## src/rtl/level_sensor_pkg.sv

```systemverilog
// level_sensor_pkg: FSM state type, legal thermometer codes and
// the legality helper shared by the level sensor conditioner.
package level_sensor_pkg;

    typedef enum logic [1:0] {
        INIT,
        RUN,
        SUSPECT,
        FAULT
    } lsc_state_t;

    localparam logic [2:0] LEVEL_NONE = 3'b000;
    localparam logic [2:0] LEVEL_LOW  = 3'b001;
    localparam logic [2:0] LEVEL_MID  = 3'b011;
    localparam logic [2:0] LEVEL_FULL = 3'b111;

    function automatic logic is_legal_level(input logic [2:0] code);
        return (code == LEVEL_NONE) || (code == LEVEL_LOW) ||
               (code == LEVEL_MID)  || (code == LEVEL_FULL);
    endfunction

endpackage

```

## src/rtl/sensor_debounce.sv

```systemverilog
// sensor_debounce: 2-flop synchroniser plus run-length debounce
// for one float-sensor line.
module sensor_debounce #(
    parameter int DEBOUNCE_CYCLES = 4
) (
    input  logic clk,
    input  logic reset,
    input  logic raw,
    output logic stable
);

    localparam int CW = (DEBOUNCE_CYCLES > 1) ? $clog2(DEBOUNCE_CYCLES) : 1;

    logic          meta;
    logic          sync;
    logic [CW-1:0] cnt;

    // bring the asynchronous line into the clk domain
    always_ff @(posedge clk or posedge reset) begin
        if (reset) begin
            meta <= 1'b0;
            sync <= 1'b0;
        end else begin
            meta <= raw;
            sync <= meta;
        end
    end

    // accept a new level only after an unbroken run of differing samples
    always_ff @(posedge clk or posedge reset) begin
        if (reset) begin
            stable <= 1'b0;
            cnt    <= '0;
        end else if (sync != stable) begin
            if (cnt == CW'(DEBOUNCE_CYCLES - 1)) begin
                stable <= sync;
                cnt    <= '0;
            end else begin
                cnt <= cnt + CW'(1);
            end
        end else begin
            cnt <= '0;
        end
    end

endmodule

```

## src/rtl/level_sensor_conditioner.sv

```systemverilog
// level_sensor_conditioner: debounced, legality-checked sensor bus
// with latched fault. Define LSC_FAILSAFE_EN to force s=000 in FAULT.
import level_sensor_pkg::*;

module level_sensor_conditioner #(
    parameter int DEBOUNCE_CYCLES = 4,
    parameter int FAULT_CYCLES    = 8
) (
    input  logic       clk,
    input  logic       reset,
    input  logic [2:0] s_raw,
    input  logic       fault_clr,
    output logic [2:0] s,
    output logic       s_valid,
    output logic       fault
);

    localparam int WW = $clog2(DEBOUNCE_CYCLES + 3);
    localparam int FW = (FAULT_CYCLES > 1) ? $clog2(FAULT_CYCLES) : 1;

    logic [2:0]    stable;
    logic          legal;
    lsc_state_t    state;
    logic [WW-1:0] wcnt;
    logic [FW-1:0] fcnt;

    for (genvar i = 0; i < 3; i++) begin : g_db
        sensor_debounce #(
            .DEBOUNCE_CYCLES(DEBOUNCE_CYCLES)
        ) u_db (
            .clk   (clk),
            .reset (reset),
            .raw   (s_raw[i]),
            .stable(stable[i])
        );
    end

    assign legal = is_legal_level(stable);

    // supervisor FSM: start-up wait, run, suspect window, latched fault
    always_ff @(posedge clk or posedge reset) begin
        if (reset) begin
            state   <= INIT;
            wcnt    <= '0;
            fcnt    <= '0;
            s       <= '0;
            s_valid <= 1'b0;
            fault   <= 1'b0;
        end else begin
            unique case (state)
                INIT: begin
                    if (wcnt == WW'(DEBOUNCE_CYCLES + 2)) begin
                        if (legal) begin
                            state   <= RUN;
                            s       <= stable;
                            s_valid <= 1'b1;
                        end else begin
                            state   <= SUSPECT;
                            s_valid <= 1'b0;
                            fcnt    <= '0;
                        end
                    end else begin
                        wcnt <= wcnt + WW'(1);
                    end
                end
                RUN: begin
                    if (legal) begin
                        s <= stable;
                    end else begin
                        state <= SUSPECT;
                        fcnt  <= '0;
                    end
                end
                SUSPECT: begin
                    if (legal) begin
                        state   <= RUN;
                        s       <= stable;
                        s_valid <= 1'b1;
                        fcnt    <= '0;
                    end else if (fcnt == FW'(FAULT_CYCLES - 1)) begin
                        state   <= FAULT;
                        fault   <= 1'b1;
                        s_valid <= 1'b0;
`ifdef LSC_FAILSAFE_EN
                        s       <= '0;
`endif
                    end else begin
                        fcnt <= fcnt + FW'(1);
                    end
                end
                FAULT: begin
`ifdef LSC_FAILSAFE_EN
                    s <= '0;
`endif
                    if (fault_clr && legal) begin
                        state   <= RUN;
                        fault   <= 1'b0;
                        s       <= stable;
                        s_valid <= 1'b1;
                    end
                end
                default: state <= INIT;
            endcase
        end
    end

endmodule

```

## config.mk

```make
export PLATFORM = sky130hd
export DESIGN_NAME = level_sensor_conditioner
export DESIGN_NICKNAME = d
export VERILOG_FILES = /design/src/rtl/level_sensor_pkg.sv /design/src/rtl/sensor_debounce.sv /design/src/rtl/level_sensor_conditioner.sv
export SDC_FILE = /design/constraint.sdc
export NUM_CORES = 1
export LEC_CHECK = 0
export BUFFER_PORTS_ARGS = -buffer_cell sky130_fd_sc_hd__buf_2
export CORE_MARGIN = 5
export CORE_UTILIZATION = 55
export DETAILED_ROUTE_END_ITERATION = 7
export PLACE_DENSITY = 0.73
export SYNTH_ARGS = -nofsm -noshare
export SYNTH_HDL_FRONTEND = slang
export SYNTH_SLANG_ARGS = --single-unit
```

## constraint.sdc

```tcl
create_clock -name clk -period 2.1 [get_ports clk]
set_input_delay 0.105 -clock clk [delete_from_list [all_inputs] [get_ports clk]]
set_output_delay 0.105 -clock clk [all_outputs]
set_load 0.02 [all_outputs]
```

# After elaboration in Yosys (flattened, before gate mapping)
# Index checks and enable logic that the tools add are counted.
# totals
out_inout_bits	5
ff_bits	28
# op_classes
bitwise	1
add_sub_neg	5
mux	32
n_eq_ne	21
reduce_logical	19
# op_table
op	n
two-way mux 2 bit	12
two-way mux 3 bit	7
case mux 3 bit (3 select lines)	2
AND reduction 4 bit	3
== test 2 bit (second input constant)	5
inequality test 2 bit (second input constant)	5
AND reduction 2 bit	5
== test 3 bit (second input constant)	3
two-way mux 1 bit	8
case mux 2 bit (4 select lines)	1
adder 2 x 1 -> 2 bit (second input constant)	3
adder 3 x 1 -> 3 bit (second input constant)	2
inequality test 3 bit (second input constant)	2
nonzero test 3 bit	2
== test 3 x 1 -> 1 bit (second input constant)	1
== test 3 x 2 -> 1 bit (second input constant)	1
zero test 3 bit	1
logical OR 1 bit	3
inequality test 1 bit	3
case mux 1 bit (3 select lines)	1
AND reduction 3 bit	1
== test 2 x 1 -> 1 bit (second input constant)	1
zero test 2 bit	1
case mux 1 bit (2 select lines)	1
other kinds (4)	4

# Depth between registers and ports, before layout
# logic_depth
word_depth	7
depth_mapped	6
mapped_depth_nobuf	6

# Hierarchy
# A second synthesis with hierarchy kept.
# hier_totals
hier_cells	93
hier_area_um2	1222.4
# modules_own_cells
module	area_per_inst_um2	cells_each	instances	seq_area_each_um2
level_sensor_conditioner	689.4	60	1	325.3
sensor_debounce	177.7	11	3	125.1

# Worst setup path after synthesis
# Ideal clock, no wire load.
# synth_path
path_kind	reg-to-reg
from	reg wcnt[0]
to	reg s[0]
path_slack_ps	548
path_stages_with_launch	6
arrival_ps	1424
cell_sequence	dfrtp_1 > inv_1 > ha_1 > a211oi_4 > a311oi_4 > mux2_1
# synth_via
elab_chain_cells	3
# synth_rtl
element	line	source
start: declaration	level_sensor_conditioner.sv:24	logic [WW-1:0] wcnt;
start signal: assignment	level_sensor_conditioner.sv:63	wcnt <= wcnt + WW'(1);
== test 3 bit	level_sensor_conditioner.sv:52	if (wcnt == WW'(DEBOUNCE_CYCLES + 2)) begin
inequality test 2 bit (no line)	n/a	
AND reduction 2 bit (no line)	n/a	
end signal: assignment	level_sensor_conditioner.sv:55	s <= stable;
end signal: assignment	level_sensor_conditioner.sv:68	s <= stable;
end signal: assignment	level_sensor_conditioner.sv:77	s <= stable;
end: declaration	level_sensor_conditioner.sv:13	output logic [2:0] s,
# No other way between the ends.
# A chain may end at the register's enable or synchronous reset.

# Final worst setup path
# layout_path
from	reg wcnt[0]
to	reg fcnt[2]
# layout_via
elab_chain_cells	3
# layout_rtl
element	line	source
== test 3 bit	level_sensor_conditioner.sv:52	
inequality test 2 bit (no line)	n/a	
AND reduction 3 bit (no line)	n/a	
end signal: assignment	level_sensor_conditioner.sv:88	fcnt <= fcnt + FW'(1);
end: declaration	level_sensor_conditioner.sv:25	logic [FW-1:0] fcnt;
# No other way between the ends.

==> results.ini <==
[floorplan]
die_x_um = 57.3
ios = 11
coreArea_um2 = 2170
dieArea_um2 = 3280
die_y_um = 57.3
row_count = 17
initial_core_util = 0.567

[setup_path]
crit_arrival_ns = 1.96
slowest_delay_ns = 0.44
worstSetupPathType = flop to flop
path_cells = inv_1 -> ha_1 -> a211oi_4 -> nor3_1 -> a22oi_1 -> a32o_1
crit_path_end_kind = flop
start_kind = flop
r2r_setup_slack_ns = 0.40
crit_slowest_cell = a211oi_4
cp.required_ns = 2.37
crit_path_max_fanout = 7

[clock_network]
cts_hold_buf = 4
clkTransAtPathRegs_ns = 0.14
ctsResizeCount = 0
clk_latency_ns = 0.32
numCtsBuffers = 3
h-tree-depth = 1
cts.sinks = 28
cts_root_buffer = clkbuf_4
post_cts_buffers = 0
clock_path_buffers = 2
tritoncts = yes

[synthesis]
synth_top_area_share = 0.569
synth_edf_count = 0
yosys_warnings = 0
syn-num-nets = 110
synth-async-reset-ratio = 1.00
yosysMostFrequentCell = dfrtp_1
syn_inst = 97
syn_area_um2 = 1230
synth.avg_cell_area_um2 = 12.7
yosys-top-cells-count = dfrtp_1 (28), ha_1 (7), inv_1 (6)
synth.distinct_cells = 32
netlist_top_cells_area = dfrtp_1 (57%), ha_1 (7.1%), xnor2_1 (3.6%), mux2_1 (2.7%), mux2_2 (2.7%)
synth_flop_cell = dfrtp_1
yosys.area.top_type = dfrtp_1
ys_ff_latch = 28
ys_seq_area_frac = 0.569

[sta]
finalHoldViolations = 0
fin_worst_hold_slack_ns = 0.106
fin_setup_tns_ns = 0
rsz0062_at_grt = false
finalClockSkew_ns = 0.00374
period_needed_ns = 1.70
max_freq_mhz = 590
min_period_over_period = 0.808
drv_slew = 0
tightest_slew_ns = 0.474
setup_viol = 0
max_slew_margin = 0.681

[worst_hold_path]
hp-class = input pin to flop

[detailed_routing]
dr.pass1.iters = 4
routedWlPerCell_um = 13.7
vias_per_cell = 5.20
wl_um = 1960
drc = 0
vias = 743
ant_nets = 0
drt_iter0_drc = 11

[layout]
area_growth_pct = 13.1
fill_cells = 190
stdcell_area_um2 = 1390
diodes = 0
final_nets = 129
drive_above_1_share = 0.217

[place]
routabilityCongestion = 0.773
place.detailed.hpwl_um = 1400
place_area_um2 = 1320
io_buffers = 10

[flow_run]
maxCapViolCount = 0

[global_route]
first_global_vias = 836
grt_pass1_wl_um = 3660
antenna_found_initial = 0
grt_max_degree = 29
grtUsageTotal = 0.145
overflow = 0
use_met1 = 0.186
grt.busiest_layer = met2
grt_use_met2 = 0.235
use_met3 = 0.0271

[pwr]
swShare = 0.387
total_power_uw = 2040
p_per_area_nw_per_um2 = 1460
seqPwrFrac = 0.446
p_sw_uw = 789
pwr-share-comb = 0.431
internal_power_uw = 1250
clock_power_share = 0.123
p_leak_uw = 0.000648
ir_drop_uv = 852

[run_status]
status = finished, final reports clean

## worst max-delay path: cells and delay by family, from the launching register on
kind                     cells  cell delay, ns
AND/OR/NAND/NOR              1            0.12
flip-flops                   1            0.37
adder cells (fa/ha/maj)      1            0.25
AO/OA/AOI/OAI                3            0.84
buffers and inverters        1            0.06
## layout make-up
class	instances	area (µm²)	share of cell area
clock buffer	4	36.3	0.0261
inverter	6	22.5	0.0162
multi-input combinational	61	493	0.354
sequential	28	701	0.503
tap	28	35.0	0.0252
timing repair buffer	16	105	0.0755
## layer usage
| metal | vias to the layer above | routed length [µm] |
|---|---|---|
| met4 | 0 | 19 |
| met1 | 362 | 907 |
| li1 | 373 | - |
| met3 | 2 | 42 |
| met2 | 6 | 987 |
| met5 | - | 0 |
## sequential cells by signal, summed over array words and instances (netlist names)
register,cells
fault,1
fcnt,3
g_db.u_db.cnt,6
g_db.u_db.meta,3
g_db.u_db.stable,3
g_db.u_db.sync,3
s,3
s_valid,1
state,2
wcnt,3
## path summary, 6_finish.rpt
kind / start / endpoint / cells past startpoint
max: wcnt[0]$_DFFE_PP0P_ / fcnt[2]$_DFFE_PP0P_ / 6
min: fault_clr / state[1]$_DFFE_PP0P_ / 3
max reg2reg: wcnt[0]$_DFFE_PP0P_ / fcnt[2]$_DFFE_PP0P_ / 6
min reg2reg: g_db[2].u_db.meta$_DFF_PP0_ / g_db[2].u_db.sync$_DFF_PP0_ / 0
max in group asynchronous: reset / g_db[0].u_db.meta$_DFF_PP0_ / 4
min in group asynchronous: reset / s[2]$_DFFE_PP0P_ / 4
## cells in the final DEF (no fill, tap or decap), types with 3 or more instances in the layout
master         synthesis  final
dfrtp_1               28     28
buf_2                  0     10
ha_1                   7      7
inv_1                  6      6
nand2_1                5      5
nor3_1                 5      5
xnor2_1                5      5
nor2_1                 4      4
dlygate4sd3_1          0      4
mux2_1                 3      3
nor2b_1                3      3
o21ai_0                3      3
mux2_2                 3      3
clkbuf_4               0      3
## power by group through the flow
stage	logic, µW	registers [µW]	clock network, µW
5_1_grt	991	940	295
3_3_place_gp	851	913	0
2_1_floorplan	681	922	0
3_5_place_dp	885	925	0
4_1_cts	896	913	266
6_report	878	909	251
## logic make-up (layout without fill, tap and decap cells)
group	Yosys count	count (layout)	share of synthesized area
AND/OR/NAND/NOR	24	24	0.0986
buffers and inverters	8	26	0.0305
multiplexers	8	8	0.0711
XOR/XNOR	5	5	0.0356
AO/OA/AOI/OAI	17	17	0.124
flip-flops	28	28	0.569
adder cells (fa/ha/maj)	7	7	0.0711
## through the flow
stage,util,setup WS [ns],cells
2_1_floorplan,-,0.548,97
3_3_place_gp,0.607,0.455,135
4_1_cts,0.642,0.395,143
3_5_place_dp,0.607,0.429,135
5_1_grt,0.642,0.266,143
6_report,0.642,0.404,143
Note: power is estimated with default switching activity, not from simulation.
